File: config.mk
export PLATFORM = sky130hd
export DESIGN_NAME = seq_divider16
export DESIGN_NICKNAME = d
export VERILOG_FILES = /design/src/rtl/seq_divider16.sv
export SDC_FILE = /design/constraint.sdc
export NUM_CORES = 1
export LEC_CHECK = 0
export CAP_MARGIN = 20
export CORE_MARGIN = 10
export CORE_UTILIZATION = 29
export DETAILED_ROUTE_END_ITERATION = 7
export MAX_ROUTING_LAYER = met4
export PLACE_DENSITY = 0.55
export SYNTH_ARGS = -nofsm -noshare
export SYNTH_HDL_FRONTEND = slang
export SYNTH_SLANG_ARGS = --single-unit
File: constraint.sdc
create_clock -name clk -period 4.35 [get_ports clk]
set_clock_uncertainty 0.2 [all_clocks]
set_input_delay 0.87 -clock clk [delete_from_list [all_inputs] [get_ports clk]]
set_output_delay 0.87 -clock clk [all_outputs]
set_load 0.005 [all_outputs]
File: src/rtl/seq_divider16.sv
// Sequential 16-bit unsigned restoring divider: one quotient bit per clock,
// start/busy/done handshake, divide-by-zero flagged with the results.
module seq_divider16 (
    input  logic        clk,
    input  logic        rst_n,
    input  logic        start,
    input  logic [15:0] dividend,
    input  logic [15:0] divisor,
    output logic [15:0] quotient,
    output logic [15:0] remainder,
    output logic        busy,
    output logic        done,
    output logic        div_by_zero
);

    typedef enum logic [1:0] {StIdle, StRun, StDone} state_e;

    state_e      state_q, state_d;
    logic [3:0]  count_q, count_d;
    logic [15:0] rem_q, rem_d;
    logic [15:0] quo_q, quo_d;
    logic [15:0] dvs_q, dvs_d;
    logic [15:0] quotient_q, quotient_d;
    logic [15:0] remainder_q, remainder_d;
    logic        dbz_q, dbz_d;

    // The stored remainder always fits in 16 bits after a step; only the
    // shifted trial value needs the 17th bit for the compare.
    logic [16:0] rem_shift;
    logic [16:0] rem_diff;
    logic        take;

    always_comb begin
        rem_shift = {rem_q, quo_q[15]};
        rem_diff  = rem_shift - {1'b0, dvs_q};
        take      = rem_shift >= {1'b0, dvs_q};
    end

    always_comb begin
        state_d     = state_q;
        count_d     = count_q;
        rem_d       = rem_q;
        quo_d       = quo_q;
        dvs_d       = dvs_q;
        quotient_d  = quotient_q;
        remainder_d = remainder_q;
        dbz_d       = dbz_q;

        unique case (state_q)
            StIdle, StDone: begin
                state_d = StIdle;
                if (start) begin
                    if (divisor != 16'd0) begin
                        state_d = StRun;
                        count_d = 4'd0;
                        rem_d   = 16'd0;
                        quo_d   = dividend;
                        dvs_d   = divisor;
                    end else begin
                        state_d     = StDone;
                        quotient_d  = 16'hFFFF;
                        remainder_d = dividend;
                        dbz_d       = 1'b1;
                    end
                end
            end
            StRun: begin
                if (take) begin
                    rem_d = rem_diff[15:0];
                    quo_d = {quo_q[14:0], 1'b1};
                end else begin
                    rem_d = rem_shift[15:0];
                    quo_d = {quo_q[14:0], 1'b0};
                end
                count_d = count_q + 4'd1;
                if (count_q == 4'd15) begin
                    state_d     = StDone;
                    quotient_d  = quo_d;
                    remainder_d = rem_d;
                    dbz_d       = 1'b0;
                end
            end
            default: state_d = StIdle;
        endcase
    end

    always_ff @(posedge clk) begin
        if (!rst_n) begin
            state_q     <= StIdle;
            count_q     <= 4'd0;
            rem_q       <= 16'd0;
            quo_q       <= 16'd0;
            dvs_q       <= 16'd0;
            quotient_q  <= 16'd0;
            remainder_q <= 16'd0;
            dbz_q       <= 1'b0;
        end else begin
            state_q     <= state_d;
            count_q     <= count_d;
            rem_q       <= rem_d;
            quo_q       <= quo_d;
            dvs_q       <= dvs_d;
            quotient_q  <= quotient_d;
            remainder_q <= remainder_d;
            dbz_q       <= dbz_d;
        end
    end

    always_comb begin
        quotient    = quotient_q;
        remainder   = remainder_q;
        div_by_zero = dbz_q;
        busy        = (state_q == StRun);
        done        = (state_q == StDone);
    end

endmodule

-- Yosys cells after proc, flatten, opt, wreduce, memory -nomap -nowiden
Cells that the tools add are included.
- add/subtract/negate cells: 2
- $lt $le $gt $ge: 1
- equality and inequality tests: 7
- muxes and demuxes: 27
- reduce and logical (&&, ||, !) cells: 7
- operators by type and width (cell ; count):
    16-bit 2-to-1 mux ; 11
    16-bit case mux with 2 select lines ; 4
    17-bit by 16-bit >= comparator with 1-bit output ; 1
    16-bit nonzero test ; 1
    16-bit subtractor ; 1
    4-bit 2-to-1 mux ; 2
    4-bit case mux with 2 select lines ; 1
    2-bit 2-to-1 mux ; 3
    2-bit != test (second input constant) ; 3
    3-bit AND reduction ; 2
    4-bit by 1-bit adder with 4-bit output (second input constant) ; 1
    4-bit equality test (second input constant) ; 1
    1-bit 2-to-1 mux ; 4
    2-bit case mux with 2 select lines ; 1
    4-bit AND reduction ; 1
    2-bit by 1-bit equality test with 1-bit output (second input constant) ; 1
    2-bit equality test (second input constant) ; 1
    2-bit logical NOT ; 1
    2-bit by 1-bit != test with 1-bit output (second input constant) ; 1
    1-bit case mux with 2 select lines ; 1
    2-bit nonzero test ; 1
    2-bit OR reduction ; 1
- bits in registers: 87
- bits of input ports: 35
- output and inout bits: 35
- logic and storage cells: 52

-- Depth between registers and ports, before layout
- depth after elaboration: 4
- depth in mapped cells: 11
- depth with buffers taken out: 11

-- Least setup slack after synthesis
OpenSTA, ideal clock, no wires.
- kind: reg2reg
- start: register quo_q[15]
- end: register rem_q[12]
- library setup time: 0.125 ns
- arrival time: 2.296 ns
- required time: 4.025 ns
- setup slack: 1.729 ns
- cell stages (with the launch flop): 12
- buffers on the path: 0
- clock period less this slack: 2.621 ns
- path through: dfxtp_1 inv_1 ha_1 inv_1 fa_1 a211o_1 a21o_1 o21ai_0 o31ai_1 a211oi_1 o31a_1 o21ai_0
- longest elaborated chain between the ends: 3
- RTL lines (what ; line ; text):
    start: declaration ; 21 ; logic [15:0] quo_q, quo_d;
    start signal: assignment ; 101 ; quo_q <= quo_d;
    16-bit subtractor or 17-bit by 16-bit >= comparator with 1-bit output (tied branches) ; 35, 36 ;
    16-bit 2-to-1 mux * ; 68 ; if (take) begin
    16-bit case mux with 2 select lines * ; 49 ; unique case (state_q)
    end signal: assignment ; 100 ; rem_q <= rem_d;
    end: declaration ; 20 ; logic [15:0] rem_q, rem_d;
Every way passes the cells marked *; elsewhere a longest branch is shown, timed or not.
A chain may end at the register's enable or synchronous reset.

-- Final worst setup path
- start: input port divisor[2]
- end: register count_q[2]
- longest elaborated chain between the ends: 3
- RTL lines (what ; line ; text):
    start: declaration ; 8 ; input logic [15:0] divisor,
    16-bit nonzero test ; 53 ; if (divisor != 16'd0) begin
    2-bit != test (no source line) ; n/a ;
    3-bit AND reduction (no source line) ; n/a ;
    end signal: assignment ; 99 ; count_q <= count_d;
    end: declaration ; 19 ; logic [3:0] count_q, count_d;
Every way passes these cells.

==> impl_metrics.json <==
{
  "syn_area_mm2": 0.00453,
  "mostFrequentLayoutCells": "nand2_1 (110), dfxtp_1 (87), clkdlybuf4s50_1 (68)",
  "yosys.cell_types.count": 58,
  "hold_buffers": 0,
  "cts_max_level": 3,
  "grt_pass1_vias": 4345,
  "hold_viol_final": 0,
  "numCtsBuffers": 9,
  "fillCellCount": 1580,
  "pwr-share-clk_pct": 19.9,
  "clock.fmax_mhz": 316,
  "grt_use_met3_pct": 3.35,
  "diodes": 0,
  "rows": 45,
  "rr_startpoint": "quo_q[15]$_SDFFE_PN0P_",
  "setup-violations-final": 0,
  "p_seq_share_pct": 24.8,
  "gp_congestion": 0.851,
  "path_clk_slew_ns": 0.06,
  "rsz0062_at_grt": "false",
  "crit_buf_inv": 3,
  "synthToLayoutAreaGrowth_pct": 26.1,
  "yosys.area.top_type_share_pct": 38.5,
  "dp_hpwl_um": 10500,
  "drt_drc_violations_left": 0,
  "synth_edf_count": 0,
  "p_int_uw": 2170,
  "worstHoldPathCells": 2,
  "finalCritPeriodShare_pct": 72.8,
  "irDropWorstVdd_mv": 0.423,
  "yosys.area.top_type": "dfxtp_1",
  "power_uw": 3920,
  "worstHoldEndpoint": "dvs_q[8]$_SDFFE_PN0P_",
  "first_pass_iters": 5,
  "synth_top_flop_cell": "dfxtp_1",
  "post_drt_wl_per_cell_um": 17.2,
  "grt_usage_pct": 13.5,
  "fin_util_pct": 37.4,
  "core_mm2": 0.0153,
  "swShare_pct": 44.5,
  "combPwrFrac_pct": 55.2,
  "clkLatencyLatePin_ns": 0.35,
  "nNetsFinal": 659,
  "status": "finished clean",
  "max_slew_margin_pct": 56.6,
  "finalWorstSetupSlack_ns": 1.18,
  "cts_tree": "built",
  "critPathLaunch": "divisor[2]",
  "cellLeakagePower_uw": 0.00232,
  "cpPeakStageDelay_ns": 0.51,
  "drive_gt1_share_pct": 8.84,
  "antenna_found_initial": 0,
  "path_max_fanout": 26,
  "yosysSeqAreaShare_pct": 38.5,
  "fin_crit_ns": 3.17,
  "met1_usage_pct": 15.7,
  "place_worst_setup_slack_ns": 0.822,
  "hp-class": "flip-flop to flip-flop",
  "synth_seq_cells": 87,
  "grt-busiest-layer": "met2",
  "grt_max_degree": 63,
  "die_w_um": 145,
  "clockRootBuffer": "clkbuf_16",
  "grt_overflow": 0,
  "cap_violations": 0,
  "cts_resized": 0,
  "cp.required_ns": 4.39,
  "ios": 70,
  "yosys_warnings": 0,
  "syn_nets": 601,
  "cts.sinks": 87,
  "cts_buffer_depth": 2,
  "ant_nets": 0,
  "slew_violations": 0,
  "r2r_end": "remainder[10]$_SDFFE_PN0P_",
  "finalSetupTns_ns": 0,
  "die_height_um": 145,
  "r2r_slack_ns": 1.24,
  "drtIter0Drc": 241,
  "final_common_cell": "nand2_1",
  "crit_type": "primary input to flip-flop",
  "vias": 4244,
  "vias_per_cell": 5.16,
  "cts_setup_buffers": 0,
  "multi_input_area_mm2": 0.00255,
  "p_switching_uw": 1740,
  "crit_slowest_cell": "nor3b_2",
  "grt_pass1_wl_um": 22900,
  "synth.avg_cell_area_um2": 8.26,
  "cp_cell_sequence": "clkdlybuf4s50_1 > nor4_1 > buf_4 > nand4_1 > nor3b_2 > buf_4 > nor2_1 > o21ai_0 > o21ai_0 > and2_1",
  "crit_family": "buffers and inverters",
  "arrival_ns": 3.21,
  "ff_latch_area_mm2": 0.00174,
  "critPathLaunchType": "primary input",
  "reg2regPathDepth": 11,
  "initial_core_util_pct": 29.7,
  "worstMarginPinSlew_ns": 0.651,
  "synth_area_leaders": "dfxtp_1 (38%), nand2_1 (9.1%), ha_1 (4.7%)",
  "endpoint_kind": "flip-flop",
  "port_buffers": 69,
  "hold_start": "dvs_q[8]$_SDFFE_PN0P_",
  "power_density_mw_per_mm2": 686,
  "finalWirelength_um": 14100,
  "syn_inst": 548,
  "ys_async_sr_fraction_pct": 0,
  "die_area_mm2": 0.0210,
  "grt_use_met2_pct": 22.4
}
## per-stage QoR
stage          cells  hold WS [ns]  instance area (um2)
4_1_cts          821         0.271                 5700
3_3_place_gp     805         0.256                 5410
2_1_floorplan    548         0.231                 4530
5_1_grt          822         0.290                 5710
6_report         822         0.268                 5710
3_5_place_dp     805         0.262                 5410
## cells in the mapped netlist (3+ instances only)
cell type    n
o21ai_1      3
nand3_1     34
nor2b_1      3
o211a_1     17
buf_2        5
a211oi_1     5
mux2i_1     11
o31ai_1      3
and2_1       7
o2bb2ai_1    6
inv_1       25
a211o_1      3
a21o_1       5
clkbuf_1    22
dfxtp_1     87
ha_1        17
nor2_1      19
o21bai_1     3
a31oi_1      5
o221a_2     15
nor3_1       5
nor4_1       4
a21oi_1     22
nand2_1    110
nand4_1      3
or3_1        5
a21boi_0    20
xnor2_1      7
o211ai_1     7
o21ai_0     33
## layer usage
| metal | up-vias | part of all wire (%) |
|---|---|---|
| li1 | 2076 | - |
| met1 | 2038 | 44 |
| met2 | 109 | 49 |
| met3 | 21 | 5.9 |
| met4 | 0 | 1.6 |
| met5 | - | 0 |
## worst max-delay path by stage
stage,slack [ns],end,cells past startpoint
floorplan,1.73,rem_q[12]$_SDFFE_PN0P_,11
detailed placement,0.82,remainder[10]$_SDFFE_PN0P_,9
global route,1.03,count_q[2]$_SDFFE_PN0P_,10
CTS,1.13,remainder[2]$_SDFFE_PN0P_,9
global placement,0.87,remainder[10]$_SDFFE_PN0P_,9
finish,1.18,count_q[2]$_SDFFE_PN0P_,10
## worst min-delay path: stages (launching register included)
cell	delay, ns
dfxtp_1	0.31
nand2_1	0.05
a21boi_0	0.06
## registers in the layout, indices dropped and copies added, names as in the netlist
register and cells:
count_q 4, div_by_zero 1, dvs_q 16, quo_q 16
quotient 16, rem_q 16, remainder 16, state_q 2
## cells by family (layout without fill, tap and decap cells)
kind of cell / Yosys count / count (layout) / share of synthesized area (%)
AND/OR/NAND/NOR: 204 / 204 / 20.3
buffers and inverters: 57 / 120 / 5.25
AO/OA/AOI/OAI: 163 / 163 / 26.9
XOR/XNOR: 8 / 8 / 1.55
flip-flops: 87 / 87 / 38.5
multiplexers: 11 / 11 / 2.43
adder cells (fa/ha/maj): 18 / 18 / 5.14
## cell type report
cell class              count  share of cell area, %
multi-input cells         404                   44.7
flip-flops and latches     87                   30.5
well taps                 211                   4.62
inverters                  25                   1.64
repair buffers             79                   13.3
clock inverters             7                   1.27
clock buffers               9                   3.94
## power groups by stage
stage                     sequential, uW  clock [uW]  combinational [uW]
after floorplan                      959           0                1660
after global placement               988           0                2140
after detailed placement             989           0                2150
after CTS                            972         801                2160
after global routing                 984         830                2380
final                                973         781                2160
Note: power is estimated with default switching activity, not from simulation.
